**config.mk**
```make
export PLATFORM = sky130hd
export DESIGN_NAME = pneumatic_ack
export DESIGN_NICKNAME = d
export VERILOG_FILES = /design/src/rtl/pneumatic_pkg.sv /design/src/rtl/rasp_sync.sv /design/src/rtl/pneumatic_ack.sv
export SDC_FILE = /design/constraint.sdc
export NUM_CORES = 1
export LEC_CHECK = 0
export BUFFER_PORTS_ARGS = -buffer_cell sky130_fd_sc_hd__buf_2
export CAP_MARGIN = 10
export CORE_UTILIZATION = 40
export CTS_BUF_LIST = sky130_fd_sc_hd__clkbuf_8
export DETAILED_ROUTE_END_ITERATION = 10
export GPL_TIMING_DRIVEN = 0
export SLEW_MARGIN = 10
export SYNTH_ARGS = -nofsm -noshare
export SYNTH_HDL_FRONTEND = slang
export SYNTH_HIERARCHICAL = 1
export SYNTH_SLANG_ARGS = --single-unit
```
**constraint.sdc**
```tcl
create_clock -name clk -period 2.95 [get_ports clk]
set_clock_uncertainty 0.2 [all_clocks]
set_input_delay 0.59 -clock clk [delete_from_list [all_inputs] [get_ports clk]]
set_output_delay 0.59 -clock clk [all_outputs]
set_load 0.01 [all_outputs]
```
**src/rtl/pneumatic_pkg.sv**
```systemverilog
// Shared types and helpers for the pneumatic step decoder/ack pair.
// No ports. Holds the FSM state enum, the step-to-actuator vector table,
// and the settle-class selector used to pick actuator travel time.
package pneumatic_pkg;

    typedef enum logic [1:0] {
        DEBOUNCE,
        SETTLE,
        DONE,
        ERR
    } state_t;

    // Highest valid step code; anything above is rejected.
    localparam logic [3:0] STEP_MAX = 4'd8;

    // Actuator drive vector, MSB first: {p1,p2,p3,v1,v2}.
    typedef struct packed {
        logic [2:0] piston;
        logic [1:0] valve;
    } act_vec_t;

    typedef enum logic [1:0] {
        SEL_MIN,
        SEL_VALVE,
        SEL_PISTON
    } settle_sel_t;

    // Handshake outputs implied by each state.
    typedef struct packed {
        logic busy;
        logic done;
        logic error;
    } status_t;

    function automatic act_vec_t step_act_vec(input logic [3:0] code);
        act_vec_t v;
        case (code)
            4'd0:    v = 5'b00000;
            4'd1:    v = 5'b11010;
            4'd2:    v = 5'b01000;
            4'd3:    v = 5'b11010;
            4'd4:    v = 5'b00010;
            4'd5:    v = 5'b00111;
            4'd6:    v = 5'b00010;
            4'd7:    v = 5'b01000;
            4'd8:    v = 5'b00101;
            default: v = 5'b00000;
        endcase
        return v;
    endfunction

    // Any piston movement dominates; valve-only moves are shorter; no
    // actuator change still gets a minimum settle.
    function automatic settle_sel_t settle_sel(input act_vec_t prev_vec,
                                               input act_vec_t new_vec);
        if (prev_vec.piston != new_vec.piston)
            return SEL_PISTON;
        else if (prev_vec.valve != new_vec.valve)
            return SEL_VALVE;
        else
            return SEL_MIN;
    endfunction

    function automatic status_t state_status(input state_t s);
        status_t st;
        case (s)
            DEBOUNCE: st = 3'b100;
            SETTLE:   st = 3'b100;
            DONE:     st = 3'b010;
            ERR:      st = 3'b001;
        endcase
        return st;
    endfunction

endpackage

```
**src/rtl/rasp_sync.sv**
```systemverilog
// Two-flop synchroniser for the asynchronous step bus from the Pi.
// Latency: value sampled at edge e is on q after edge e+1 (first flop at e).
// Ports: clk, reset (sync, active-high), d (async bus), q (synchronised bus).
module rasp_sync #(
    parameter int W = 4
) (
    input  logic         clk,
    input  logic         reset,
    input  logic [W-1:0] d,
    output logic [W-1:0] q
);

    logic [W-1:0] meta;

    always_ff @(posedge clk) begin
        if (reset) begin
            meta <= '0;
            q    <= '0;
        end else begin
            meta <= d;
            q    <= meta;
        end
    end

endmodule

```
**src/rtl/pneumatic_ack.sv**
```systemverilog
// Return-path handshake for the pneumatic step decoder: debounces the Pi's
// step code, times actuator settle, reports busy/done/error and step echo.
// Ports: clk, reset (sync active-high), signalrasp[3:0] (async step code),
// busy, done, error (one-hot per state class), step_ack[3:0] (accepted step).
module pneumatic_ack
    import pneumatic_pkg::*;
#(
    parameter int unsigned STABLE_CYCLES = 1000,
    parameter int unsigned T_PISTON_CYC  = 25_000_000,
    parameter int unsigned T_VALVE_CYC   = 10_000_000,
    parameter int unsigned T_MIN_CYC     = 1_000_000,
    parameter int unsigned CNT_W         = 32
) (
    input  logic       clk,
    input  logic       reset,
    input  logic [3:0] signalrasp,
    output logic       busy,
    output logic       done,
    output logic [3:0] step_ack,
    output logic       error
);

    // Terminal counts: the counters run from 0 to N-1 so each phase is N cycles.
    localparam logic [CNT_W-1:0] STABLE_LAST   = CNT_W'(STABLE_CYCLES - 1);
    localparam logic [CNT_W-1:0] T_PISTON_LAST = CNT_W'(T_PISTON_CYC - 1);
    localparam logic [CNT_W-1:0] T_VALVE_LAST  = CNT_W'(T_VALVE_CYC - 1);
    localparam logic [CNT_W-1:0] T_MIN_LAST    = CNT_W'(T_MIN_CYC - 1);

    logic [3:0]       sync_q;
    state_t           state;
    logic [3:0]       candidate;
    logic [3:0]       accepted;
    logic [CNT_W-1:0] count;
    logic [CNT_W-1:0] timer;
    logic [CNT_W-1:0] settle_last;

    rasp_sync #(.W(4)) u_sync (
        .clk   (clk),
        .reset (reset),
        .d     (signalrasp),
        .q     (sync_q)
    );

    // Settle length for moving from the accepted step to the candidate.
    always_comb begin
        settle_last = T_MIN_LAST;
        case (settle_sel(step_act_vec(accepted), step_act_vec(candidate)))
            SEL_PISTON: settle_last = T_PISTON_LAST;
            SEL_VALVE:  settle_last = T_VALVE_LAST;
            default:    settle_last = T_MIN_LAST;
        endcase
    end

    // Outputs are registered alongside the state so they always reflect the
    // state being entered; they stay 0 during reset even though the FSM
    // starts in DEBOUNCE.
    always_ff @(posedge clk) begin
        if (reset) begin
            state     <= DEBOUNCE;
            candidate <= '0;
            accepted  <= '0;
            count     <= '0;
            timer     <= '0;
            step_ack  <= '0;
            busy      <= 1'b0;
            done      <= 1'b0;
            error     <= 1'b0;
        end else begin
            case (state)
                DONE: begin
                    if (sync_q != accepted) begin
                        state                 <= DEBOUNCE;
                        candidate             <= sync_q;
                        count                 <= '0;
                        {busy, done, error}   <= state_status(DEBOUNCE);
                    end
                end

                DEBOUNCE: begin
                    {busy, done, error} <= state_status(DEBOUNCE);
                    if (sync_q != candidate) begin
                        candidate <= sync_q;
                        count     <= '0;
                    end else if (count == STABLE_LAST) begin
                        count <= '0;
                        if (candidate > STEP_MAX) begin
                            state               <= ERR;
                            {busy, done, error} <= state_status(ERR);
                        end else if (candidate == accepted) begin
                            // Bounced back to the step already in place:
                            // nothing moved, so no settle is owed.
                            state               <= DONE;
                            {busy, done, error} <= state_status(DONE);
                        end else begin
                            accepted <= candidate;
                            step_ack <= candidate;
                            timer    <= settle_last;
                            state    <= SETTLE;
                        end
                    end else begin
                        count <= count + 1'b1;
                    end
                end

                SETTLE: begin
                    if (sync_q != accepted) begin
                        // Pi moved on mid-travel; restart debounce, not an error.
                        state                 <= DEBOUNCE;
                        candidate             <= sync_q;
                        count                 <= '0;
                        {busy, done, error}   <= state_status(DEBOUNCE);
                    end else if (timer == '0) begin
                        state                 <= DONE;
                        {busy, done, error}   <= state_status(DONE);
                    end else begin
                        timer <= timer - 1'b1;
                    end
                end

                ERR: begin
                    // candidate still holds the rejected code here.
                    if (sync_q != candidate) begin
                        state                 <= DEBOUNCE;
                        candidate             <= sync_q;
                        count                 <= '0;
                        {busy, done, error}   <= state_status(DEBOUNCE);
                    end
                end
            endcase
        end
    end

endmodule

```
* Word level (Yosys, flattened, before mapping)
Memory sizes are Yosys's and may differ from the RTL's. A register that Yosys moved wholly into a read port is not among the register bits.
Index checks and enable logic that the tools add are counted.
** Word-level totals
- Output and inout bits :: 7
- Register bits :: 85
- Word-level logic and storage cells :: 105
- Input port bits :: 6
- Memory bits (read-only) :: 160
- Memories :: 2
** Memories
- (no name shown) :: depth 16, width 5, rd ports 1, clocked after memory_dff 1, write ports 0, line pneumatic_pkg.sv:37 : case (code)
- (no name shown) :: depth 16, width 5, rd ports 1, clocked after memory_dff 1, write ports 0, line pneumatic_pkg.sv:37
** Operators by class
- Bitwise operators :: 3
- Add/subtract/negate cells :: 2
- Reductions and logical operators :: 11
- Multiplexer cells :: 54
- Equal/unequal tests :: 22
- $lt $le $gt $ge :: 1
** Operator list (count)
- 32-bit 2-to-1 mux :: 10
- 32-bit one-hot mux with 3 select lines :: 1
- 32-bit one-hot mux with 2 select lines :: 1
- 25-bit one-hot mux with 2 select lines :: 1
- 32-bit by 1-bit adder with 32-bit output, second input constant :: 1
- 32-bit by 10-bit equality test with 1-bit output, second input constant :: 1
- 32-bit zero test :: 1
- 32-bit by 1-bit subtractor with 32-bit output, second input constant :: 1
- 4-bit 2-to-1 mux :: 6
- 1-bit 2-to-1 mux :: 21
- 2-bit 2-to-1 mux :: 9
- 2-bit inequality test, second input constant :: 8
- 1-bit one-hot mux with 4 select lines :: 3
- 5-bit AND reduction :: 2
- 4-bit inequality test :: 2
- 2-bit one-hot mux with 4 select lines :: 1
- 4-bit one-hot mux with 2 select lines :: 1
- 7-bit AND reduction :: 1
- 2-bit equality test, second input constant :: 3
- 2-bit by 1-bit equality test with 1-bit output, second input constant :: 2
- 4-bit equality test :: 1
- 4-bit greater-than comparator, second input constant :: 1
- 2-bit by 1-bit inequality test with 1-bit output, second input constant :: 2
- 2-bit AND reduction :: 2
- other kinds (8) :: 11

* Longest topological paths before layout
Gate-level depths: netlist (run 1).
- Word-level depth :: 10
- Mapped depth :: 12
- Mapped depth without buffers :: 9

* Modules after synthesis
The synthesis (run 1) kept the hierarchy.
** By module, submodules not included
- pneumatic_ack :: area an instance 4732.0 um2, seq. area each 1701.6 um2, cells an instance 586, times used 1
- rasp_sync :: area an instance 210.2 um2, seq. area each 160.2 um2, cells an instance 16, times used 1

* Worst setup path after synthesis (run 1)
Ideal clock, no wire load.
- Kind :: register to register
- Start point :: register count[0]
- End point :: register (tool-made name)
- Cell stages (with the launch flop) :: 11
- Slack :: 135 ps
- Clock period less this slack :: 2815 ps
- Path buffers :: 2
- Arrival :: 2545 ps
- Data required time :: 2680 ps
- Cell sequence :: dfxtp_1 > ha_1 > nand4_1 > or2_1 > clkbuf_1 > or3_1 > or3_1 > buf_2 > mux2i_1 > or4b_1 > a21oi_1
** RTL lines
- from (decl) :: line pneumatic_ack.sv:33 : logic [CNT_W-1:0] count;
- from (signal assigned) :: line pneumatic_ack.sv:101 : count <= count + 1'b1;

* Worst setup path in the final report (run 1)
- Start point :: register timer[24]
- End point :: register timer[22]
** On the way
- Cells in the longest elaborated chain, start to end :: 3
** RTL lines
- from (decl) :: line pneumatic_ack.sv:34 : logic [CNT_W-1:0] timer;
- from (signal assigned) :: line pneumatic_ack.sv:97 : timer <= settle_last;
- from (signal assigned) :: line pneumatic_ack.sv:116 : timer <= timer - 1'b1;
- 32-bit zero test :: line pneumatic_ack.sv:112 : end else if (timer == '0) begin
- 2-bit inequality test (no source line)
- 7-bit AND reduction (no source line)
Every way passes these cells.
A chain may end at the register's enable or synchronous reset.

==> flow_results.org, run 1 <==
** Outcome
- Status :: finished clean

** Pwr
- PnR Total Power :: 2.66 mW
- Across the VDD grid, the largest voltage drop is 0.258 mV.
- In this run the static leakage power is 2.05 nW.
- Areal power density over the cells :: 470 nW/um^2

** Worst hold path
- The worst hold path belongs to the class input port to flop.

** Place
- Area post-placement :: 5190 sq um
- Buffers placed on the I/O ports in this run total 12.
- Summed over all nets, the half-perimeter wirelength after detailed placement is 8.68 mm.
- Routability-driven placement congestion ratio :: 0.845

** Routing
- First-pass iteration count of the detailed router :: 5
- WL/cell :: 16.0 um
- For this run, design rule violations remaining after detail routing come to 0.
- Final Routed Wirelength :: 12.5 mm
- Antenna viol nets, final :: 0
- The first routing iteration left 228 violations.
- For this block, the via count after detailed routing is 4461.
- In the routed layout, each cell is associated on average with a via count of 5.71.

** Synth
- Commonest register cell after synthesis :: sky130_fd_sc_hd__dfxtp_1
- Share of the yosys chip area belonging to registers :: 37.7%
- Synth async-reset ratio :: 0%
- Yosys printed 6 warnings.
- Proportion of netlist area held by the largest area contributor :: 37.7%
- Dividing the synthesized area by the synthesized cell count gives 8.21 sq um.
- Number of storage elements in the synthesis netlist :: 93
- Counting flops with a built-in enable in the synthesized netlist gives 0.
- Synthesis handed over a netlist of 602 instances.
- In this run the cell area of the synthesized design comes to 4940 sq um.
- By area the synthesized netlist is led by sky130_fd_sc_hd__dfxtp_1 38%, sky130_fd_sc_hd__nor2_1 5.7%, sky130_fd_sc_hd__xor2_1 4.8%.
- Dominant cell type by area after synthesis :: sky130_fd_sc_hd__dfxtp_1
- Distinct cell type count of the synthesized netlist :: 65
- Number of nets in the synthesized netlist :: 615

** Run
- The tool flagged a number of max-cap violations equal to 0.

** Clock tree
- Clock-pin slew was measured on the worst setup and hold paths at 0.09 ns.
- Buffers inserted to repair hold after CTS numbered 0.
- Number of levels the H-tree was split into :: 3
- For the worst-skew pair, the clock arrives at the later sink with an insertion delay of 0.38 ns.
- The root buffer cell chosen for the clock tree is sky130_fd_sc_hd__clkbuf_8.
- Counting the buffers created by CTS gives 9.
- Counting every sink on the clock net gives 93.
- Maximum clock insertion buffer count :: 2
- TritonCTS clock tree :: yes

** Global routing
- For met1 alone, demand over resource in global routing was 27.4%.
- The first global-routing pass estimated 20.8 mm of wire.
- Global routing finished with a remaining overflow of 0.
- Total GRT Usage :: 20.2%
- For met2 alone, demand over resource in global routing was 31.8%.
- Via count of the first global-routing pass :: 4220
- Antenna violations before repair :: 0
- Entering global routing, the biggest net connects 16 pins.
- Global-route track usage on met3 :: 3.21%
- met2 is the most crowded layer.

** Worst setup path
- Worst Setup End Kind :: flop
- The critical path in this run is classified as flop to flop.
- Endpoint arrival time on the critical path :: 2.89 ns
- STA classifies the critical path startpoint as a flop.
- Worst path required time :: 2.99 ns
- Max Fanout on Critical Path :: 10

** Timing
- Worst rel slew slack :: 41.6%
- The hold violation count in the final report was 0.
- Setup violations remaining at the end of the flow were counted as 0.
- Final Hold Slack :: 0.225 ns
- Setup repair after global routing left no endpoint under its margin.
- Fmax :: 0.352 GHz
- Final critical path time including I/O delays and setup :: 2.84 ns
- Count of final max-slew check failures :: 0
- For the pin with the worst max-slew slack, the measured transition is 0.877 ns.
- Final worst path period share :: 96.4%

** Cells and area
- The library cell used most frequently in the layout, excluding fill and tap cells, is sky130_fd_sc_hd__dfxtp_1.
- Number of nets in the layout :: 642
- The finished cells cover 5660 sq um.
- Ant diodes :: 0
- The layout has 1203 filler cells.
- Of the cells placed in the final design, the portion with a size suffix greater than 1 is 15.5%.
- Leaving out fill and tap cells, the most frequent cells in the layout are 86 x sky130_fd_sc_hd__dfxtp_1, 75 x sky130_fd_sc_hd__nor2_1, 45 x sky130_fd_sc_hd__nand2_1, 37 x sky130_fd_sc_hd__a21oi_1, 24 x sky130_fd_sc_hd__xor2_1.
- Relative to the synthesized area, the layout overhead comes to 14.6%.
- Register area :: 1870 sq um
- Post-layout utilization of the core :: 47.1%
- Summing all multi-input logic gate instances after layout gives 3050 sq um.

** Floorplan
- In this run the vertical extent of the chip is 113 um.
- Die Width :: 113 um
- The die covers 12800 sq um.
- For this configuration, the core starts out at a cell density of 41.1%.
- Top-level port count :: 13
- Area inside the core boundary :: 12000 sq um
- Row generation in the floorplan step produced 40 rows.
[flip-flops by register name (all words and copies together), names as in the netlist, named ones only]
name,count
timer,32
error,1
count,32
candidate,4
accepted,4
u_sync/q,4
u_sync/meta,4
busy,1
done,1
state,2
[power breakdown]
part	total [mW]	internal (mW)	switching [mW]	leakage, nW
Clock	0.939	0.473	0.466	0.103
Combinational	0.418	0.146	0.272	1.19
Sequential	1.31	1.28	0.0240	0.756
Total	2.66	1.90	0.763	2.05
[stage by stage]
step                std cells  TNS, ns  setup WS (ns)
floorplan                 602        0          0.135
global placement          761    -1.63         -0.217
detailed placement        761    -3.08         -0.264
CTS                       780        0        0.00375
global route              781        0        0.00799
finish                    781        0          0.107
[path summary, 6_finish.rpt]
check,depth (start not counted),end,from,slack [ns]
setup reg to reg,9,timer[22],timer[24],0.11
hold / removal,2,u_sync/meta[3],signalrasp[3],0.22
hold reg to reg,1,u_sync/q[0],u_sync/meta[0],0.24
setup / recovery,9,timer[22],timer[24],0.11
[per-layer routing]
| metal | share of wire (%) | up-vias |
|---|---|---|
| met5 | 0 | - |
| met4 | 2.0 | 0 |
| met3 | 4.4 | 18 |
| met2 | 46 | 110 |
| met1 | 48 | 2113 |
| li1 | - | 2220 |
[critical path, stage by stage, from the launching register on]
cell and delay (ns):
sky130_fd_sc_hd__dfxtp_2 0.36, sky130_fd_sc_hd__or4_4 0.57, sky130_fd_sc_hd__or4_4 0.45, sky130_fd_sc_hd__and4b_2 0.34, sky130_fd_sc_hd__nor2_1 0.09, sky130_fd_sc_hd__o21a_1 0.20, sky130_fd_sc_hd__buf_6 0.14, sky130_fd_sc_hd__buf_4 0.18
sky130_fd_sc_hd__a21oi_2 0.13, sky130_fd_sc_hd__nor3_1 0.05
[cell type report]
| cell class | count | share of cell area, % |
|---|---|---|
| Buffer | 24 | 2.50 |
| Multi-Input combinational cell | 466 | 53.8 |
| Inverter | 12 | 0.795 |
| Clock buffer | 9 | 2.19 |
| Tap cell | 147 | 3.25 |
| Sequential cell | 93 | 33.1 |
| Clock inverter | 7 | 1.61 |
| Timing Repair Buffer | 23 | 2.74 |
[cells by family after synthesis]
group	Yosys count	synth area share (%)
simple gates	282	30.2
mux	9	1.82
xor+xnor	43	7.62
flops	93	37.7
compound gates	124	16.8
buf+inv	43	3.92
fa+ha+maj	8	1.97
[what timing repair did]
item / CTS / global route
endpoints found under the hold margin: 0 / 0
pin swaps: 2 / 7
endpoints found under the setup margin: 45 / 53
buffers inserted: 4 / 7
resized for setup: 8 / 37
[synthesized netlist by cell type, types with 8 or more instances]
master,n
sky130_fd_sc_hd__a21oi_1,38
sky130_fd_sc_hd__and2_1,10
sky130_fd_sc_hd__and3_1,8
sky130_fd_sc_hd__clkbuf_1,19
sky130_fd_sc_hd__dfxtp_1,93
sky130_fd_sc_hd__inv_1,12
sky130_fd_sc_hd__mux2i_1,9
sky130_fd_sc_hd__nand2_1,46
sky130_fd_sc_hd__nand2b_1,11
sky130_fd_sc_hd__nand3_1,21
sky130_fd_sc_hd__nand4_1,11
sky130_fd_sc_hd__nor2_1,75
sky130_fd_sc_hd__nor2b_1,12
sky130_fd_sc_hd__nor3_1,21
sky130_fd_sc_hd__nor4_1,22
sky130_fd_sc_hd__o21ai_0,19
sky130_fd_sc_hd__o21ai_1,12
sky130_fd_sc_hd__or3_1,12
sky130_fd_sc_hd__xnor2_1,16
sky130_fd_sc_hd__xor2_1,27
Note: power is estimated with default switching activity, not from simulation.
==> inputs of run 2 (changes only) <==
Settings changed: CORE_MARGIN set to 2.
==> flow_results.org, run 2 (synthesized netlist as in run 1, its figures left out) <==
** Place
- The placed wire-length estimate was 8.78 mm (was 8.68 mm).
- The total placed instance area is 5190 sq um (unchanged).
- The weighted congestion at the end of routability-driven global placement came to 0.884 (was 0.845).
- I/O Buffers :: 12 (unchanged)

** Global routing
- The initial antenna violation count is 0 (unchanged).
- Via count of the first global-routing pass :: 4217 (was 4220)
- The global routing usage summed across all routing layers was 19.5% (was 20.2%).
- The first-pass GRT wire length came to 20.5 mm (was 20.8 mm).
- The pin count of the biggest net entering global routing is 16 (unchanged).
- The residual overflow from global routing was 0 (unchanged).

** Floorplan
- Initial Util :: 41.1% (unchanged)
- Die area :: 13300 sq um (was 12800 sq um)
- The number of cell rows was 40 (unchanged).
- Die Width :: 115 um (was 113 um)
- The area inside the core boundary was 12000 sq um (unchanged).
- The count of boundary I/O pins came to 13 (unchanged).
- Die Y :: 115 um (was 113 um)

** Routing
- The number of DRC violations after detailed-routing iteration 0 was 253 (was 228).
- Final Routed Wirelength :: 12.4 mm (was 12.5 mm)
- The routed wirelength normalized by instance count is 16.0 um (about the same).
- The via count was 4493 (was 4461).
- DRC Markers :: 0 (unchanged)
- DR vias/cell :: 5.78 (was 5.71)
- The number of nets with antenna violations after detailed routing is 0 (unchanged).
- The total iterations of the first detailed-routing run is 5 (unchanged).

** Cells and area
- Most frequent cells in the layout: 89 x sky130_fd_sc_hd__dfxtp_1, 75 x sky130_fd_sc_hd__nor2_1, 45 x sky130_fd_sc_hd__nand2_1, 38 x sky130_fd_sc_hd__a21oi_1, 27 x sky130_fd_sc_hd__xor2_1 (was 86 x sky130_fd_sc_hd__dfxtp_1, 75 x sky130_fd_sc_hd__nor2_1, 45 x sky130_fd_sc_hd__nand2_1, 37 x sky130_fd_sc_hd__a21oi_1, 24 x sky130_fd_sc_hd__xor2_1).
- Most common cell after layout, fill and taps aside :: sky130_fd_sc_hd__dfxtp_1 (unchanged)
- The signed area change from the synthesized netlist to the final layout was 12.7% (was 14.6%).
- The antenna diode count was 0 (unchanged).
- Number of nets in the layout :: 638 (was 642)
- The ratio of cells with drive above 1 in the final layout came to 13.3% (was 15.5%).
- Biggest registers after layout: count: 32 flops, timer: 32 flops (unchanged).
- The finished layout cell area was 5570 sq um (was 5660 sq um).

** Clock tree
- The clock tree root driver cell is sky130_fd_sc_hd__clkbuf_8 (unchanged).
- The maximum level of the CTS H-tree came to 3 (unchanged).
- Register clock-pin slew on the reported worst setup and hold paths :: 0.09 ns (about the same)
- The count of hold-fix buffers inserted at cts came to 0 (unchanged).
- TritonCTS clock tree :: yes (unchanged)
- Maximum clock insertion buffer count :: 2 (unchanged)
- The number of clock sinks was 93 (unchanged).
- Clock network latency to the later pin of the worst-skew pair :: 0.38 ns (about the same)
- The number of buffers inserted during clock tree synthesis was 9 (unchanged).

** Worst setup path
- The worst reg2reg path depth came to 9 (unchanged).
- The required time at the worst-slack endpoint came to 3.06 ns (was 2.99 ns).
- CP Buf/Inv Count :: 1 (was 2)
- Start of the worst register-to-register path :: count[0] (was timer[24])
- Endpoint arrival time on the critical path :: 2.99 ns (was 2.89 ns)
- The cell family with the largest share of critical-path delay was simple AND/OR/NAND/NOR gates (unchanged).
- Worst Setup End Kind :: flop (unchanged)
- The critical-path cell with the highest stage delay was sky130_fd_sc_hd__or4b_1 (was sky130_fd_sc_hd__or4_4).
- Delay of the slowest critical-path stage :: 0.49 ns (was 0.57 ns)
- The start point of the critical path was count[0] (was timer[24]).
- The register-to-register path setup slack was 0.08 ns (was 0.11 ns).
- Type of the setup path with the least slack :: flop to flop (unchanged)
- Critical-path cell list :: ha_2 > nand4_1 > or2_4 > or3_4 > or3_1 > buf_6 > mux2i_1 > or4b_1 > a21oi_1 (was or4_4 > or4_4 > and4b_2 > nor2_1 > o21a_1 > buf_6 > buf_4 > a21oi_2 > nor3_1)
- Number of logic stages on the critical path including buffering :: 9 (unchanged)
- Max Fanout on Critical Path :: 8 (was 10)
- The category of the worst setup path launch point is a flop (unchanged).

** Pwr
- The leakage component of the power was 2.04 nW (was 2.05 nW).
- Largest vdd supply drop :: 0.276 mV (was 0.258 mV)
- The power per cell area came to 481 nW/um^2 (was 470 nW/um^2).

** Run
- The count of maximum capacitance violations came to 0 (unchanged).

** Timing
- RSZ-0062 raised after global routing :: yes (was no)
- The hold violation count in the final report came to 0 (unchanged).
- Worst rel slew slack :: 48.7% (was 41.6%)
- Final critical path time including I/O delays and setup :: 2.87 ns (was 2.84 ns)
- The actual transition at the worst max-transition pin came to 0.769 ns (was 0.877 ns).
- The number of endpoints failing setup at the final stage is 0 (unchanged).
- Final Hold Slack :: 0.216 ns (was 0.225 ns)
- The period utilization is 97.4% (was 96.4%).
- Count of final max-slew check failures :: 0 (unchanged)
- The maximum clock frequency came to 0.348 GHz (was 0.352 GHz).

** Worst hold path
- The class of the tightest hold or removal check was input port to flop (unchanged).

** Outcome
- Status: finished clean (unchanged).
## run 2: metal layers
layer  vias up  global-route usage, %  share of wire [%]
li1       2208                      -                  -
met1      2144                   26.9                 47
met2       117                   30.4                 46
met3        24                   2.74                4.3
met4         0                   8.92                2.3
met5         -                      0                  0
## run 2: repair_timing
item / in CTS / in global routing
pin swaps: 0 / 8
setup buffers: 0 / 6
resized for setup: 11 / 23
setup endpoints to repair: 42 / 64
## run 2: final cells by class
type | count | area (sq um)
fill | 1192 | 6440
multi-input combinational | 466 | 3000
sequential | 93 | 1870
tap | 147 | 184
buffer | 25 | 143
clock buffer | 10 | 138
timing repair buffer | 18 | 105
clock inverter | 6 | 86.3
inverter | 12 | 45.0
## run 2: worst min path at each step
stage	startpoint	end	slack [ns]	depth (start not counted)
2_1_floorplan	u_sync/meta[0]	u_sync/q[0]	0.21	1
3_3_place_gp	u_sync/meta[2]	u_sync/q[2]	0.22	1
3_5_place_dp	u_sync/meta[0]	u_sync/q[0]	0.23	1
4_1_cts	signalrasp[0]	u_sync/meta[0]	0.20	2
5_1_grt	signalrasp[0]	u_sync/meta[0]	0.22	2
6_report	signalrasp[2]	u_sync/meta[2]	0.22	2
## run 2: power by group
part | switching, mW | internal, mW | total [mW] | leakage, nW
sequential | 0.0209 | 1.28 | 1.30 | 0.754
combinational | 0.271 | 0.141 | 0.412 | 1.17
clock | 0.464 | 0.499 | 0.962 | 0.112
total | 0.756 | 1.92 | 2.68 | 2.04
## run 2: stage by stage
stage	worst slack (ns)	instances	power (mW)	utilization [%]	TNS, ns
final	0.0768	777	2.68	46.4	0
after global routing	-0.0377	777	2.80	46.4	-0.114
after CTS	-0.00613	776	2.67	45.4	-0.0116
after detailed placement	-0.204	761	1.70	43.2	-1.52
after global placement	-0.190	761	1.69	43.2	-1.24
after floorplan	0.135	602	1.60	-	0
==> inputs of run 3 (changes only) <==
Settings changed: ABC_AREA set to 1.
==> flow_results.org, run 3 <==
** Clock tree
- The source-to-sink clock delay at the later pin of the worst-skew pair came to 0.39 ns (was 0.38 ns).
- The TritonCTS clock tree is yes (unchanged).
- The maximum level of the CTS H-tree was 3 (unchanged).
- The clock tree root driver cell is sky130_fd_sc_hd__clkbuf_8 (unchanged).
- Sink Count :: 93 (unchanged)
- Post-CTS resize count :: 0 (was 11)
- Quantity of hold-fixing buffers added after cts :: 0 (unchanged)
- Maximum clock insertion buffer count :: 2 (unchanged)
- CTS buffer count :: 9 (unchanged)
- The clock transition time at the flip-flop clock pins of the worst setup and hold paths is 0.10 ns (was 0.09 ns).
- # Post-CTS Setup Buffers :: 0 (unchanged)

** Place
- The weighted congestion at the end of routability-driven global placement came to 0.926 (was 0.884).
- The port buffer count is 12 (unchanged).
- The placed wire-length estimate was 10.4 mm (was 8.78 mm).
- Area post-placement :: 5900 sq um (was 5190 sq um)

** Pwr
- Largest vdd supply drop :: 0.293 mV (was 0.276 mV)
- P_leak :: 2.82 nW (was 2.04 nW)
- Areal power density over the cells :: 512 nW/um^2 (was 481 nW/um^2)

** Floorplan
- Initial Util :: 40.8% (was 41.1%)
- Number of core rows :: 43 (was 40)
- The count of boundary I/O pins was 13 (unchanged).
- Die Y :: 122 um (was 115 um)
- The die width was 122 um (was 115 um).
- The area inside the core boundary was 13800 sq um (was 12000 sq um).
- The die area came to 15000 sq um (was 13300 sq um).

** Cells and area
- The ratio of cells with drive above 1 in the final layout is 12.8% (was 13.3%).
- Biggest registers after layout :: count: 32 flops, timer: 32 flops (unchanged)
- Most frequent cells in the layout :: 206 x sky130_fd_sc_hd__nand2_1, 180 x sky130_fd_sc_hd__nor2_1, 93 x sky130_fd_sc_hd__dfxtp_1, 87 x sky130_fd_sc_hd__inv_1, 56 x sky130_fd_sc_hd__nand3_1 (was 89 x sky130_fd_sc_hd__dfxtp_1, 75 x sky130_fd_sc_hd__nor2_1, 45 x sky130_fd_sc_hd__nand2_1, 38 x sky130_fd_sc_hd__a21oi_1, 27 x sky130_fd_sc_hd__xor2_1)
- Number of nets in the layout :: 909 (was 638)
- Most common cell after layout, fill and taps aside :: sky130_fd_sc_hd__nand2_1 (was sky130_fd_sc_hd__dfxtp_1)
- The antenna diode count is 0 (unchanged).
- The signed area change from the synthesized netlist to the final layout came to 8.76% (was 12.7%).
- The finished layout cell area came to 6110 sq um (was 5570 sq um).
- The utilization after layout came to 44.3% (was 46.4%).

** Synth
- Post-synthesis area per instance :: 6.43 sq um (was 8.21 sq um)
- Number of storage elements in the synthesis netlist :: 93 (unchanged)
- Number of flops mapped to enable cells by yosys :: 0 (unchanged)
- List of most frequent post-synthesis cells :: 206 x sky130_fd_sc_hd__nand2_1, 180 x sky130_fd_sc_hd__nor2_1, 93 x sky130_fd_sc_hd__dfxtp_1, 87 x sky130_fd_sc_hd__inv_1, 56 x sky130_fd_sc_hd__nand3_1 (was 93 x sky130_fd_sc_hd__dfxtp_1, 75 x sky130_fd_sc_hd__nor2_1, 46 x sky130_fd_sc_hd__nand2_1, 38 x sky130_fd_sc_hd__a21oi_1, 27 x sky130_fd_sc_hd__xor2_1)
- Share of the yosys chip area belonging to registers :: 33.2% (was 37.7%)
- The count of yosys warnings during synthesis is 6 (unchanged).
- The proportion of synthesized flip-flops having asynchronous set or reset is 0% (unchanged).
- The number of distinct library cells after synthesis was 39 (was 65).
- Leading cell types by total area after synthesis: sky130_fd_sc_hd__dfxtp_1 33%, sky130_fd_sc_hd__nand2_1 14%, sky130_fd_sc_hd__nor2_1 12% (was sky130_fd_sc_hd__dfxtp_1 38%, sky130_fd_sc_hd__nor2_1 5.7%, sky130_fd_sc_hd__xor2_1 4.8%).
- Dominant cell type by area after synthesis :: sky130_fd_sc_hd__dfxtp_1 (unchanged)
- The synthesized netlist net count was 886 (was 615).
- Synthesized instance count :: 873 (was 602)
- The most frequent cell after synthesis is sky130_fd_sc_hd__nand2_1 (was sky130_fd_sc_hd__dfxtp_1).
- The netlist area before placement is 5610 sq um (was 4940 sq um).
- The most used flip-flop cell after synthesis was sky130_fd_sc_hd__dfxtp_1 (unchanged).
- The top-area cell type share of the netlist area is 33.2% (was 37.7%).

** Global routing
- The initial antenna violation count was 0 (unchanged).
- Total GRT Usage :: 19.7% (was 19.5%)
- Overflow left after global routing :: 0 (unchanged)
- The pin count of the biggest net entering global routing was 18 (was 16).
- The number of global-route vias before repair is 4752 (was 4217).
- Wire length of the first global-routing pass :: 23.2 mm (was 20.5 mm)

** Routing
- DR vias/cell :: 4.88 (was 5.78)
- Final Routed Wirelength :: 13.7 mm (was 12.4 mm)
- Detailed Route Iter0 Violations :: 354 (was 253)
- The total iterations of the first detailed-routing run is 5 (unchanged).
- The routed wirelength normalized by instance count was 12.7 um (was 16.0 um).
- The via count was 5270 (was 4493).
- Antenna viol nets, final :: 0 (unchanged)
- DRC Markers :: 0 (unchanged)

** Timing
- The final count of pins violating max slew is 0 (unchanged).
- Worst rel slew slack :: 49.5% (was 48.7%)
- Final worst path period share :: 80.5% (was 97.4%)
- Transition at the pin with the smallest max-transition slack :: 0.758 ns (was 0.769 ns)
- Final critical path time including I/O delays and setup :: 2.37 ns (was 2.87 ns)
- The setup TNS was 0 ns (unchanged).
- Final hold violation count :: 0 (unchanged)
- The maximum clock frequency is 0.421 GHz (was 0.348 GHz).
- The number of endpoints failing setup at the final stage is 0 (unchanged).
- RSZ-0062 raised after global routing: no (was yes).

** Worst setup path
- The path type of the worst setup path is flop to flop (unchanged).
- Critical-path cell list: ha_1 > nand2_1 > nor2_1 > inv_1 > nor2_1 > nand2_1 > nor2_1 > nand3b_1 > nor3_2 > xnor2_1 > nor2_1 (was ha_2 > nand4_1 > or2_4 > or3_4 > or3_1 > buf_6 > mux2i_1 > or4b_1 > a21oi_1).
- CP Buf/Inv Count :: 1 (unchanged)
- Endpoint arrival time on the critical path :: 2.46 ns (was 2.99 ns)
- The delay of the slowest critical-path stage is 0.39 ns (was 0.49 ns).
- Category of cells accounting for the largest share of critical-path delay :: simple AND/OR/NAND/NOR gates (unchanged)
- The required time at the worst-slack endpoint came to 3.03 ns (was 3.06 ns).
- Worst Setup End Kind :: flop (unchanged)
- Slowest library cell on the worst path :: sky130_fd_sc_hd__dfxtp_1 (was sky130_fd_sc_hd__or4b_1)
- Most repeated library cell on the critical path :: sky130_fd_sc_hd__nor2_1
- The critical-path maximum fanout was 4 (was 8).
- The category of the worst setup path launch point is a flop (unchanged).

** Run
- Max cap viols :: 0 (unchanged)

** Worst hold path
- Hold Crit Class :: input port to flop (unchanged)

** Outcome
- Status: finished clean (unchanged).
[run 3: cell count changes after synthesis, moves of 12 or more]
cell                      previous run  this run
sky130_fd_sc_hd__nand2_1            46       206
sky130_fd_sc_hd__nor2_1             75       180
sky130_fd_sc_hd__inv_1              12        87
sky130_fd_sc_hd__nand3_1            21        56
sky130_fd_sc_hd__nor4_1             22         0
sky130_fd_sc_hd__nand2_2             0        18
sky130_fd_sc_hd__a21oi_2             1        17
sky130_fd_sc_hd__nor2b_1            12         0
sky130_fd_sc_hd__or3_1              12         0
[run 3: per-layer routing]
layer / part of all wire, % / routed length [um] / track usage, % / up-vias
li1: - / - / - / 2813
met4: 2.2 / 298 / 7.61 / 0
met2: 45 / 6190 / 31.0 / 97
met5: 0 / 0 / 0 / -
met3: 3.9 / 540 / 3.16 / 19
met1: 49 / 6670 / 27.0 / 2341
[run 3: metrics by stage]
step                setup slack, ns  hold slack [ns]  std cells  power, mW
global route                  0.313            0.182       1081       3.34
global placement              0.562            0.195       1065       2.23
floorplan                      1.00            0.188        873       2.05
detailed placement            0.528            0.196       1065       2.23
finish                        0.575            0.190       1081       3.13
CTS                           0.570            0.175       1081       3.17
[run 3: final timing paths]
kind / startpoint / endpoint / slack (ns) / cells after the start
min: signalrasp[3] / u_sync/meta[3] / 0.19 / 3
max: count[0] / count[28] / 0.58 / 11
max reg2reg: count[0] / count[28] / 0.58 / 11
min reg2reg: u_sync/meta[0] / u_sync/q[0] / 0.20 / 2
[run 3: power breakdown]
| group | total, mW | leakage (nW) | internal, mW | switching [mW] |
|---|---|---|---|---|
| logic | 0.837 | 1.97 | 0.266 | 0.571 |
| registers | 1.37 | 0.753 | 1.32 | 0.0481 |
| clock network | 0.923 | 0.0980 | 0.403 | 0.519 |
| total | 3.13 | 2.82 | 1.99 | 1.14 |
[run 3: worst reg2reg max path: cells and delay by family (launching register included)]
| family | cells | cell delay, ns |
|---|---|---|
| simple gates | 8 | 1.27 |
| xor+xnor | 1 | 0.14 |
| fa+ha+maj | 1 | 0.18 |
| flops | 1 | 0.39 |
| buf+inv | 1 | 0.08 |
[run 3: cell families after synthesis]
kind of cell             after synthesis  share of synthesized area [%]
adder cells (fa/ha/maj)                7                           1.56
AO/OA/AOI/OAI                        114                           12.7
flip-flops                            93                           33.2
buffers and inverters                116                           8.85
XOR/XNOR                              29                           4.52
AND/OR/NAND/NOR                      514                           39.2
[run 3: final cells by class]
cell class,count,area [sq um]
fill,1504,7670
multi-input combinational,664,3260
sequential,93,1860
inverter,96,360
tap,180,225
buffer,20,136
clock buffer,9,124
clock inverter,7,82.6
timing repair buffer,12,60.1
